$ cat src/rtl/mem_pkg.sv
// Shared definitions for the RV64 memory-access stage: memop encodings,
// FSM state type, trap causes and small size-decoding helpers.
package mem_pkg;

    localparam int XLEN = 64;

    // funct3 encodings for loads/stores (3'b111 behaves like MEM_D)
    localparam logic [2:0] MEM_B  = 3'b000;
    localparam logic [2:0] MEM_H  = 3'b001;
    localparam logic [2:0] MEM_W  = 3'b010;
    localparam logic [2:0] MEM_D  = 3'b011;
    localparam logic [2:0] MEM_BU = 3'b100;
    localparam logic [2:0] MEM_HU = 3'b101;
    localparam logic [2:0] MEM_WU = 3'b110;

    localparam logic [XLEN-1:0] CAUSE_LD_MISALIGN = 64'd4;
    localparam logic [XLEN-1:0] CAUSE_ST_MISALIGN = 64'd6;

    typedef enum logic [1:0] {
        ST_IDLE = 2'd0,
        ST_WAIT = 2'd1,
        ST_DONE = 2'd2
    } state_e;

    // Low address bits that must be zero for a naturally aligned access
    function automatic logic [2:0] offset_mask(input logic [1:0] size_code);
        case (size_code)
            2'd0:    return 3'b000;
            2'd1:    return 3'b001;
            2'd2:    return 3'b011;
            default: return 3'b111;
        endcase
    endfunction

    // Byte enables for an access of the given size starting at lane 0
    function automatic logic [7:0] byte_mask(input logic [1:0] size_code);
        case (size_code)
            2'd0:    return 8'h01;
            2'd1:    return 8'h03;
            2'd2:    return 8'h0F;
            default: return 8'hFF;
        endcase
    endfunction

endpackage

$ cat src/rtl/mem_access_stage_align.sv
// load_store_align: combinational lane shifting, byte-enable generation,
// load extension and misalignment detection for one access.
// MEM_MISALIGN_EXCEPT_EN defined: misaligned addresses are flagged.
// Undefined: the low address bits are force-aligned and never flagged.
module load_store_align
    import mem_pkg::*;
(
    input  logic [XLEN-1:0] i_addr,
    input  logic [2:0]      i_memop,
    input  logic [XLEN-1:0] i_store_data,
    input  logic [XLEN-1:0] i_load_data,
    output logic [XLEN-1:0] o_bus_addr,
    output logic [XLEN-1:0] o_wdata,
    output logic [7:0]      o_wmask,
    output logic [XLEN-1:0] o_load_result,
    output logic            o_misaligned
);

    logic [2:0]      w_off_mask;
    logic [2:0]      w_lane;
    logic [5:0]      w_shamt;
    logic [XLEN-1:0] w_rdata_shifted;

    assign w_off_mask = offset_mask(i_memop[1:0]);

`ifdef MEM_MISALIGN_EXCEPT_EN
    assign o_misaligned = |(i_addr[2:0] & w_off_mask);
    assign w_lane       = i_addr[2:0];
`else
    assign o_misaligned = 1'b0;
    assign w_lane       = i_addr[2:0] & ~w_off_mask;
`endif

    assign w_shamt         = {w_lane, 3'b000};
    assign o_bus_addr      = {i_addr[XLEN-1:3], 3'b000};
    assign o_wdata         = i_store_data << w_shamt;
    assign o_wmask         = byte_mask(i_memop[1:0]) << w_lane;
    assign w_rdata_shifted = i_load_data >> w_shamt;

    // Truncate the lane-shifted read data to the access size, then extend
    always_comb begin
        // NOTE: every path assigns the output, so no latch is inferred.
        o_load_result = w_rdata_shifted;
        case (i_memop)
            MEM_B:   o_load_result = {{56{w_rdata_shifted[7]}},  w_rdata_shifted[7:0]};
            MEM_H:   o_load_result = {{48{w_rdata_shifted[15]}}, w_rdata_shifted[15:0]};
            MEM_W:   o_load_result = {{32{w_rdata_shifted[31]}}, w_rdata_shifted[31:0]};
            MEM_BU:  o_load_result = {56'd0, w_rdata_shifted[7:0]};
            MEM_HU:  o_load_result = {48'd0, w_rdata_shifted[15:0]};
            MEM_WU:  o_load_result = {32'd0, w_rdata_shifted[31:0]};
            default: o_load_result = w_rdata_shifted;
        endcase
    end

endmodule

$ cat src/rtl/mem_access_stage.sv
// mem_access_stage: MEM stage of the RV64 pipeline. Issues one data-bus
// transaction per load/store over a req/ack handshake, stalls the pipe while
// it is outstanding, and returns extended load data in dmem_mem.
// MEM_MISALIGN_EXCEPT_EN selects misaligned-access exceptions; without it
// addresses are force-aligned and except_* are tied to 0.
module mem_access_stage
    import mem_pkg::*;
(
    input  logic            clk,
    input  logic            rst,
    input  logic            valid_mem,
    input  logic            re_mem,
    input  logic            we_mem_mem,
    input  logic [2:0]      memop_mem,
    input  logic [XLEN-1:0] alu_res_mem,
    input  logic [XLEN-1:0] rs2_data_mem,
    input  logic            flush,
    input  logic            stall_ext,
    output logic            dbus_req,
    output logic            dbus_we,
    output logic [XLEN-1:0] dbus_addr,
    output logic [XLEN-1:0] dbus_wdata,
    output logic [7:0]      dbus_wmask,
    input  logic            dbus_ack,
    input  logic [XLEN-1:0] dbus_rdata,
    output logic [XLEN-1:0] dmem_mem,
    output logic [XLEN-1:0] rw_wdata,
    output logic            stall_mem,
    output logic            except_happen_mem,
    output logic [XLEN-1:0] except_cause_mem,
    output logic [XLEN-1:0] except_tval_mem
);

    state_e          r_state;
    state_e          w_next_state;
    logic            r_drop;
    logic [XLEN-1:0] r_dmem;

    // Transaction captured at issue so the bus stays stable while waiting
    logic            r_we;
    logic [2:0]      r_memop;
    logic [XLEN-1:0] r_addr;
    logic [XLEN-1:0] r_rs2;

    logic            w_acc;
    logic            w_in_wait;
    logic            w_issue;
    logic            w_drive;
    logic            w_sel_we;
    logic [2:0]      w_sel_memop;
    logic [XLEN-1:0] w_sel_addr;
    logic [XLEN-1:0] w_sel_rs2;
    logic [XLEN-1:0] w_bus_addr;
    logic [XLEN-1:0] w_wdata;
    logic [7:0]      w_wmask;
    logic [XLEN-1:0] w_load_result;
    logic            w_misaligned;

    assign w_acc     = valid_mem & (re_mem | we_mem_mem) & ~flush;
    assign w_in_wait = (r_state == ST_WAIT);

    // In WAIT the aligner sees the captured transaction, otherwise live inputs
    assign w_sel_we    = w_in_wait ? r_we    : we_mem_mem;
    assign w_sel_memop = w_in_wait ? r_memop : memop_mem;
    assign w_sel_addr  = w_in_wait ? r_addr  : alu_res_mem;
    assign w_sel_rs2   = w_in_wait ? r_rs2   : rs2_data_mem;

    load_store_align u_align (
        .i_addr        (w_sel_addr),
        .i_memop       (w_sel_memop),
        .i_store_data  (w_sel_rs2),
        .i_load_data   (dbus_rdata),
        .o_bus_addr    (w_bus_addr),
        .o_wdata       (w_wdata),
        .o_wmask       (w_wmask),
        .o_load_result (w_load_result),
        .o_misaligned  (w_misaligned)
    );

    // Outputs are forced quiet while rst is high so reset leaves every output 0
    assign w_issue = ~rst & (r_state == ST_IDLE) & w_acc & ~w_misaligned;
    assign w_drive = w_issue | (w_in_wait & ~rst);

    assign dbus_req   = w_drive;
    assign stall_mem  = w_drive;
    assign dbus_we    = w_drive & w_sel_we;
    assign dbus_addr  = w_drive ? w_bus_addr : '0;
    assign dbus_wdata = w_drive ? w_wdata    : '0;
    assign dbus_wmask = w_drive ? w_wmask    : '0;
    assign rw_wdata   = dbus_wdata;
    assign dmem_mem   = r_dmem;

`ifdef MEM_MISALIGN_EXCEPT_EN
    logic w_except;
    assign w_except          = ~rst & w_acc & w_misaligned;
    assign except_happen_mem = w_except;
    assign except_cause_mem  = w_except ? (we_mem_mem ? CAUSE_ST_MISALIGN : CAUSE_LD_MISALIGN) : '0;
    assign except_tval_mem   = w_except ? alu_res_mem : '0;
`else
    assign except_happen_mem = 1'b0;
    assign except_cause_mem  = '0;
    assign except_tval_mem   = '0;
`endif

    // Next-state logic: a started transaction always runs to its ack
    always_comb begin
        w_next_state = r_state;
        case (r_state)
            ST_IDLE: if (w_issue) w_next_state = ST_WAIT;
            ST_WAIT: if (dbus_ack) w_next_state = (r_drop | flush) ? ST_IDLE : ST_DONE;
            ST_DONE: if (flush | ~stall_ext) w_next_state = ST_IDLE;
            default: w_next_state = ST_IDLE;
        endcase
    end

    // State, drop flag and load-result register
    always_ff @(posedge clk) begin
        // NOTE: state registers use non-blocking assignments so every flop
        // samples pre-edge values regardless of block ordering.
        if (rst) begin
            r_state <= ST_IDLE;
            r_drop  <= 1'b0;
            r_dmem  <= '0;
        end else begin
            r_state <= w_next_state;
            r_drop  <= w_in_wait & ~dbus_ack & (r_drop | flush);
            if (w_in_wait & dbus_ack & ~r_drop & ~flush & ~r_we)
                r_dmem <= w_load_result;
        end
    end

    // Capture the transaction on issue
    always_ff @(posedge clk) begin
        // NOTE: no reset here: these are only read in WAIT, which is always
        // entered through a capture on this same edge.
        if (w_issue) begin
            r_we    <= we_mem_mem;
            r_memop <= memop_mem;
            r_addr  <= alu_res_mem;
            r_rs2   <= rs2_data_mem;
        end
    end

endmodule

$ cat config.mk
export PLATFORM = sky130hd
export DESIGN_NAME = mem_access_stage
export DESIGN_NICKNAME = d
export VERILOG_FILES = /design/src/rtl/mem_pkg.sv /design/src/rtl/mem_access_stage_align.sv /design/src/rtl/mem_access_stage.sv
export SDC_FILE = /design/constraint.sdc
export NUM_CORES = 1
export LEC_CHECK = 0
export CAP_MARGIN = 20
export CORE_AREA = 3 3 233 235
export DETAILED_ROUTE_END_ITERATION = 6
export DIE_AREA = 0 0 236 238
export HOLD_SLACK_MARGIN = 0.02
export PLACE_DENSITY_LB_ADDON = 0.12
export RECOVER_POWER = 100
export SETUP_SLACK_MARGIN = 0.05
export SLEW_MARGIN = 20
export SYNTH_ARGS = -nofsm -noshare
export SYNTH_HDL_FRONTEND = slang
export SYNTH_HIERARCHICAL = 1
export SYNTH_SLANG_ARGS = --single-unit
$ cat constraint.sdc
create_clock -name clk -period 5.67 [get_ports clk]
set_input_delay 0.567 -clock clk [delete_from_list [all_inputs] [get_ports clk]]
set_output_delay 0.567 -clock clk [all_outputs]
set_load 0.1 [all_outputs]
==> qor.yml, run 1 <==
layout_common_cells: "259 x dlygate4sd3_1, 170 x nand2_1, 137 x nor2b_1, 137 x mux2_2, 134 x nand2b_1"
antenna_found_initial: 9
yosysWarningCount: 6
cpMaxStageDelayCell: "mux2_1"
synth_top_area_share_pct: 25.47
finClkSkew_ns: 0.02118
start_kind: "flip-flop"
synth_top_family_by_area: "simple AND/OR/NAND/NOR gates"
final_core_util_pct: 37.94
synth_cell_types: 61
fin_crit_ns: 5.077
synth_xor_area_share_pct: 0
multi_input_area_um2: 8051
die_y_um: 238
hold_viol: 0
hold_class: "reg2reg"
yosysTopAreaCell: "edfxtp_1"
cts_root_buf: "clkbuf_16"
drtIter0Drc: 861
crit_fanout: 38
grt_usage_pct: 20.53
ys_ff_latch: 199
cellPowerDensity_nw_per_um2: 222.7
routed_wl_um: 59810
clock_sinks: 199
final_common_cell: "dlygate4sd3_1"
path_clk_slew_ns: 0.08
start_util_pct: 29.67
dr.pass1.iters: 7
cts-resized-gates: 0
grt-ovfl-total: 0
fill_cells: 5291
pin_count: 599
relSlewSlack_pct: -169.3
grt_pass1_wl_um: 86330
fin_crit_sh_pct: 89.55
fin_setup_tns_ns: 0
cts_tree: "built"
dieArea_um2: 56170
path_class: "reg2out"
stdcell_area_um2: 19900
crit_chain: "nand2b_4 -> mux2_1 -> buf_4 -> inv_1 -> o21ai_2 -> nand3_1 -> o21ai_1 -> nor2b_1 -> clkbuf_2"
via_per_inst: 4.836
p_leak_uw: 0.007930
synth_cells: 1659
synthesis.area_um2: 15560
drive_gt1_share_pct: 18.19
nets: 2120
peakVddDrop_v: 0.0002463
finalSetupViolations: 0
drc: 0
cp-end-kind: "output port"
clock.fmax_ghz: 0.1969
htreeDepth: 4
synthArstFlopShare_pct: 0
synth-edff-count: 132
seq_area_frac_synth_pct: 34.09
rsz0062_at_grt: "false"
dr_total_vias: 12690
grt_max_degree: 131
cpPeakStageDelay_ns: 0.75
grt_pass1_vias: 12040
failed_checks: "max-capacitance violations, max-slew violations"
cts_setup_buffers: 0
status: "finished with violations"
ctsHoldBuffers: 0
maxCapViolations: 2
cp.arrival_ns: 4.51
coreArea_um2: 52450
worstSkewPairLatency_ns: 0.51
wire_per_inst_um: 22.80
synth_fa_ha_area_share_pct: 0
clock_path_buffers: 2
ys.flop_type: "edfxtp_1"
yosys-top-cells-area: "edfxtp_1 25%, buf_4 13%, mux2_2 10%, dfxtp_1 8.6%, mux2i_1 7.3%"
rows: 84
yosys.area_share.simple_pct: 21.53
cts_buffers: 17
critical_path_required_ns: 5.10
gp_congestion: 0.8868
die_w_um: 236
synthMuxAreaShare_pct: 19.28
placed_area_um2: 19690
ant_nets: 0
synth_compound_area_share_pct: 7.277
dp_hpwl_um: 44980
final-seq-area_um2: 5305
tightest_slew_ns: 4.039
avgSynthCellArea_um2: 9.379
slew_viol_final: 233
syn_to_final_growth_pct: 27.87
portBuffers: 466
==> Yosys cell counts (all sizes together), types with 2 or more instances <==
master   instances
buf            346
nand2          170
mux2           140
nor2b          138
nand2b         136
edfxtp         132
mux2i          113
dfxtp           67
a21oi           58
nor2            54
clkbuf          39
o21ai           39
nand4           30
and3            27
nand3           26
o211ai          18
and2            17
mux4            13
o22ai           13
a22oi           10
a31oi            8
inv              7
o31ai            6
a221oi           4
o211a            4
a2111oi          3
nor3             3
nor4             3
o221ai           3
or2              3
or4b             3
a32o             2
and3b            2
conb             2
nor3b            2
nor4b            2
o2111ai          2
o32ai            2
==> logic make-up (layout without fill, tap and decap cells) <==
group           count (synthesis)  in the layout
buf+inv                       392            532
compound gates                180            180
mux                           266            266
other cells                     2            138
simple gates                  620            620
flops                         199            199
==> stage by stage <==
step           power, uW  std cells  hold WS (ns)  setup slack [ns]
2_1_floorplan       2907       1790        0.4501            0.6382
3_3_place_gp        3256       2586        0.4603             1.163
3_5_place_dp        3252       2586        0.4628             1.149
4_1_cts             4516       2618        0.4411            0.8526
5_1_grt             4612       2620        0.4926            0.3838
6_report            4431       2623        0.4713            0.5925
==> sequential cells by signal, indices dropped and copies added (netlist names) <==
| register | flops |
|---|---|
| r_we | 1 |
| r_rs2 | 64 |
| r_addr | 64 |
| dmem_mem | 64 |
| r_memop | 3 |
| r_drop | 1 |
| r_state | 2 |
==> final cells by class <==
class                      count  share of cell area, %
timing repair buffer         493                  25.59
sequential                   199                  26.66
clock inverter                14                 0.5785
multi-input combinational   1199                  40.47
tap                          688                  4.326
clock buffer                  18                  2.157
inverter                       7                 0.1509
antenna                        5                0.06289
==> report_power, final <==
group          switching [uW]  total, uW  internal (uW)
clock                     661       1230            573
combinational            1180       1630            452
sequential               4.46       1570           1560
total                    1840       4430           2590
==> worst paths after layout <==
path                                endpoint  slack [ns]          from  cells after the start
worst max-delay path            rw_wdata[35]        0.59    r_state[1]                      9
worst min-delay path            dmem_mem[52]        0.47  dmem_mem[52]                      2
worst max register to register  dmem_mem[13]        1.00    r_state[1]                     10
worst min register to register  dmem_mem[52]        0.47  dmem_mem[52]                      2
==> layer usage <==
layer / GRT usage (%) / share of wire, % / vias up
li1: - / - / 5869
met1: 29.27 / 46 / 6091
met2: 30.90 / 44 / 662
met3: 5.247 / 7.8 / 60
met4: 5.310 / 1.8 / 4
met5: 0 / 0.045 / -
==> critical path: cells and delay by family, from the launching register on <==
family,cells,cell delay (ns)
flops,1,0.40
mux,1,0.75
buf+inv,3,1.48
simple gates,3,0.78
compound gates,2,0.56
Note: power is estimated with default switching activity, not from simulation.
==> run 2, diff against run 1 <==
Settings changed: ABC_AREA from default to 0.
==> results of run 2 <==
No change in the layout: final DEF, timing and power equal those of run 1.
==> RTL change 1: new RTL, flow settings as in run 2 <==
Re-encode `state_e` (3 states) as one-hot, 3 bits wide.
--- a/src/rtl/mem_pkg.sv
+++ b/src/rtl/mem_pkg.sv
@@ -17,8 +17,8 @@
     localparam logic [XLEN-1:0] CAUSE_ST_MISALIGN = 64'd6;
 
-    typedef enum logic [1:0] {
-        ST_IDLE = 2'd0,
-        ST_WAIT = 2'd1,
-        ST_DONE = 2'd2
+    typedef enum logic [2:0] {
+        ST_IDLE = 3'b001,
+        ST_WAIT = 3'b010,
+        ST_DONE = 3'b100
     } state_e;
 
Behaviour: same outputs for any inputs over 4 cycles, from zero or initial values and one cycle with rst high; so few cycles prove little.
==> RTL change 1 against run 2 <==
- the run still ends with max-capacitance violations, max-slew violations left
- via count is 3.6% higher
- global-route usage is 0.17 points lower
- sequential cell count is 1 higher
- sequential share of layout area is 1.5 points higher
- area after synthesis is 2.6% lower
- final area is 4.9% lower
- die area stayed put
- core utilization is 1.8 points lower
- setup slack worse by 0.15 ns
- routed wire length is 0.59% higher
- critical path depth stayed put
- total power is 8.4% lower
- critical path type unchanged
==> RTL change 1: results (changes against run 2) <==
| Metric | Value |
|---|---|
| Buffer share of cell area | `0.237 (-0.0189)` |
| DPL Wire Length | `44600 um (-0.91%)` |
| Antenna cells | `11 (+6)` |
| Share of layout cells above drive strength 1 | `0.155 (-0.0271)` |
| Area Growth Syn to Fin | `24.9%` |
| Drt pass-1 iters | `5 (-2)` |
| Worst reg-to-reg path cell count | `12 (+2)` |
| Vias | `13100 (+3.6%)` |
| Pleak | `7.71 nW (-2.8%)` |
| DR WL met2 | `27400 um (+3.3%)` |
| #MultiIn Comb | `1206 (+0.58%)` |
| Global-route wire length before repair | `86300 um (about the same)` |
| Number of fill cells | `5356 (+1.2%)` |
| Met1 WL | `26700 um (-3.1%)` |
| Met3 Use GR | `0.0611 (+0.00867)` |
| GP Congestion | `0.856 (-3.5%)` |
| Largest net degree at the start of global routing | `76 (-42%)` |
| Worst slack, placed | `0.944 ns (-0.204 ns)` |
| Gr usage total | `0.204 (-0.00167)` |
| Met3 WL post-DR | `4860 um (+4.1%)` |
| Slowest cell on crit path | `or3b_4` |
| Non-clock buffer instance count of the final layout | `494 (+0.20%)` |
| Most instantiated cells after synthesis | `288 x buf_4, 170 x nand2_1, 139 x nor2b_1` |
| Failing checks | `max-capacitance violations, max-slew violations` |
| Worst-Margin Slew | `3.07 ns (-0.972 ns)` |
| Post-synthesis average cell area | `9.01 um^2 (-4.0%)` |
| Status | `finished with violations` |
| Worst Setup EP | `dbus_wdata[26]` |
| Delay-heaviest family, CP | `simple AND/OR/NAND/NOR gates` |
| Worst R2R End | `dmem_mem[15]` |
| Max-Cap Viols | `2 (unchanged)` |
| Worst min-delay path startpoint | `rst` |
| Library cells used by synthesis | `65 (+6.6%)` |
| Post-Route Skew | `0.0160 ns (-0.00516 ns)` |
| Final Max Slew Viols | `105 (-55%)` |
| Clock Sinks | `200 (+0.50%)` |
| Crit share post-route | `0.922 (+0.0268)` |
| 1st-iter DRT viols | `1025 (+19%)` |
| Multi-input gate share of the layout cell area | `0.404 (-0.00100)` |
## RTL change 1: cell types whose count changed after synthesis, moves of 8 or more
cell and change:
buf_4 +16, mux2i_1 -64, mux2_1 +50, nand3_1 +64
mux2_2 -50, o21ai_1 +60, a21oi_1 +67, nand2b_1 -129
clkbuf_1 +8
## RTL change 1: kinds of logic after synthesis
| kind of cell | count (synthesis) | synth area share |
|---|---|---|
| flops | 200 | 0.351 |
| compound gates | 312 | 0.119 |
| other cells | 2 | 0.000495 |
| buf+inv | 408 | 0.182 |
| simple gates | 559 | 0.191 |
| mux | 202 | 0.156 |
## RTL change 1: power by group through the flow
stage          registers [mW]  clock network [mW]  logic, mW
5_1_grt                  1.58                1.35       1.29
4_1_cts                  1.57                1.31       1.28
2_1_floorplan            1.61                   0       1.02
3_3_place_gp             1.61                   0       1.28
6_report                 1.57                1.25       1.23
3_5_place_dp             1.61                   0       1.28
==> RTL change 2: new RTL, flow settings as in run 2 <==
Made on the original files. Build with the macro `MEM_MISALIGN_EXCEPT_EN` defined.
--- a/src/rtl/mem_access_stage_align.sv
+++ b/src/rtl/mem_access_stage_align.sv
@@ -3,4 +3,6 @@
 // MEM_MISALIGN_EXCEPT_EN defined: misaligned addresses are flagged.
 // Undefined: the low address bits are force-aligned and never flagged.
+`define MEM_MISALIGN_EXCEPT_EN
+
 module load_store_align
     import mem_pkg::*;
Function: changed (Yosys sat finds a counterexample within 4 cycles, from zero or initial values and one cycle with rst high).
==> RTL change 2 against run 2 <==
- the flow still finishes with violations (max-capacitance violations, max-slew violations)
- fmax is 2.3% lower
- routed wire length is 4.5% higher
- global-route usage is 0.95 points higher
- non-clock buffer count is 65 higher
- area after synthesis is 0.86% higher
- total power is 3.5% lower
- setup slack worse by 0.12 ns
- register-to-register slack worse by 0.39 ns
- final area is 10% higher
- synthesized cell count is 12% higher
- count of clock-buffer cells in the layout is 6 higher
- sequential cell count stayed put
- largest cell class unchanged
==> RTL change 2: results (changes against run 2) <==
| Metric | Value |
|---|---|
| DRC | `0 (unchanged)` |
| Hold Crit Class | `reg2reg` |
| Post-synth EDFFs | `132 (unchanged)` |
| Max VDD drop | `215 uV (-13%)` |
| Clock-pin slew on the worst setup and hold paths | `0.08 ns (about the same)` |
| Clock root cell | `clkbuf_16` |
| DR WL met2 | `29400 um (+11%)` |
| Worst reg-to-reg path cell count | `11 (+1)` |
| Post-Route Skew | `0.00979 ns (-0.0114 ns)` |
| DPL Wire Length | `47100 um (+4.8%)` |
| Vias | `13800 (+8.9%)` |
| Worst R2R End | `r_addr[47]` |
| CP arrival | `4.63 ns (+0.12 ns)` |
| Global-route wire length before repair | `90900 um (+5.3%)` |
| Placed inst area | `0.0223 mm^2 (+13%)` |
| Clock buffer depth | `2 (unchanged)` |
| Met3 WL post-DR | `5020 um (+7.5%)` |
| Rel. slew slack | `-0.251 (+1.44)` |
| Synth warn | `6 (unchanged)` |
| 1st-iter DRT viols | `1099 (+28%)` |
| Pleak | `8.95 nW (+13%)` |
| Drt wl/cell | `21.8 um (-4.4%)` |
| Most instantiated cells after synthesis | `588 x nand2_1, 207 x buf_4, 150 x nor2b_1` |
| Met1 WL | `27100 um (-1.5%)` |
| Top post-synthesis cells by area | `edfxtp_1 25%, nand2_1 14%, buf_4 9.9%, mux2i_1 9.4%, dfxtp_1 8.5%` |
| Crit path max fanout | `137 (+260%)` |
| Final #Nets | `2359 (+11%)` |
| Library cells used by synthesis | `58 (-4.9%)` |
| CP peak stage delay | `0.68 ns (-0.07 ns)` |
| DR top layer | `met5` |
| Post-CTS setup buffers | `0 (unchanged)` |
| Flop2flop setup slack | `0.61 ns (-0.39 ns)` |
| H-tree Lvls | `4 (unchanged)` |
| Asr flop ratio synth | `0 (unchanged)` |
| Share of layout cells above drive strength 1 | `0.194 (+0.0122)` |
| Vias in the first global route | `13300 (+10%)` |
| Post-CTS sizing | `0 (unchanged)` |
| Drt pass-1 iters | `5 (-2)` |
| Post-synthesis sequential area ratio | `0.338 (-0.00291)` |
| Buffers on Ports | `533 (+14%)` |
| Worst min-delay path startpoint | `dmem_mem[45]` |
| GP Congestion | `0.912 (+2.9%)` |
| Hold path endpoint | `dmem_mem[45]` |
| Initial antenna violation count | `27 (+18)` |
| Max-Cap Viols | `2 (unchanged)` |
| Failing checks | `max-capacitance violations, max-slew violations` |
| Kind of critical path | `reg2out` |
| Slowest cell on crit path | `nor4_1` |
| Worst r2r src | `r_state[0]` |
| Final Max Slew Viols | `112 (-52%)` |
| TritonCTS buffer count | `17 (unchanged)` |
| Gr usage total | `0.215 (+0.00951)` |
| Worst skew pair latency | `0.50 ns` |
| Worst hold stages | `2 (unchanged)` |
| Status | `finished with violations` |
| Largest net degree at the start of global routing | `142 (+8.4%)` |
RTL change 2: cell types whose count changed after synthesis, moves of 10 or more:
| cell | delta |
|---|---|
| nand2_1 | +418 |
| nand2b_1 | -125 |
| mux2_2 | -115 |
| and2_1 | +68 |
| buf_4 | -65 |
| mux2i_1 | +34 |
| a21oi_1 | -32 |
| mux4_2 | +18 |
| and3_1 | -17 |
| buf_6 | +15 |
| o211ai_1 | -15 |
| nor2b_1 | +12 |
| o21ai_1 | -10 |
RTL change 2: how the worst max path moves through the flow:
stage,endpoint,slack (ns),cells past startpoint
2_1_floorplan,r_addr[0],0.36,14
3_3_place_gp,except_tval_mem[30],1.0,8
3_5_place_dp,except_tval_mem[30],1.04,8
4_1_cts,except_tval_mem[30],0.52,10
5_1_grt,dbus_wdata[8],0.18,13
6_report,dbus_wdata[8],0.47,13
RTL change 2: layout make-up:
| type | instances | area (um^2) |
|---|---|---|
| multi-input cells | 1375 | 8200 |
| clock buffers | 24 | 537 |
| repair buffers | 558 | 6870 |
| fillers | 5221 | 30500 |
| diodes | 12 | 30.0 |
| inverters | 5 | 25.0 |
| flip-flops and latches | 199 | 5310 |
| clock inverters | 8 | 72.6 |
| well taps | 688 | 861 |
RTL change 2: kinds of logic after synthesis:
| kind of cell | synth area share |
|---|---|
| AOI/OAI and AO/OA | 0.0593 |
| DFF | 0.338 |
| buffers and inverters | 0.158 |
| and+or+nand+nor | 0.287 |
| other | 0.000479 |
| muxes | 0.157 |
RTL change 2: worst max-delay path, delay by kind of cell, from the launching register on:
family,cells,cell delay (ns)
DFF,1,0.36
AOI/OAI and AO/OA,2,0.40
buffers and inverters,4,1.37
and+or+nand+nor,7,1.91
RTL change 2: power by group:
group	total (mW)	switching (mW)	internal [mW]
sequential	1.57	0.00425	1.56
combinational	1.40	0.947	0.449
clock	1.31	0.617	0.692
RTL change 2: through the flow:
| step | utilization | instances | setup WS (ns) | hold slack [ns] |
|---|---|---|---|---|
| 6_report | 0.418 | 2869 | 0.474 | 0.455 |
| 5_1_grt | 0.417 | 2863 | 0.180 | 0.476 |
| 4_1_cts | 0.437 | 2857 | 0.516 | 0.460 |
| 3_5_place_dp | 0.426 | 2825 | 1.04 | 0.448 |
| 3_3_place_gp | 0.426 | 2825 | 0.998 | 0.448 |
| 2_1_floorplan | - | 1916 | 0.358 | 0.512 |
RTL change 2: per-layer routing:
metal,track usage,vias up
li1,-,6540
met1,0.287,6647
met5,0,-
met3,0.0599,66
met2,0.345,554
met4,0.0513,4
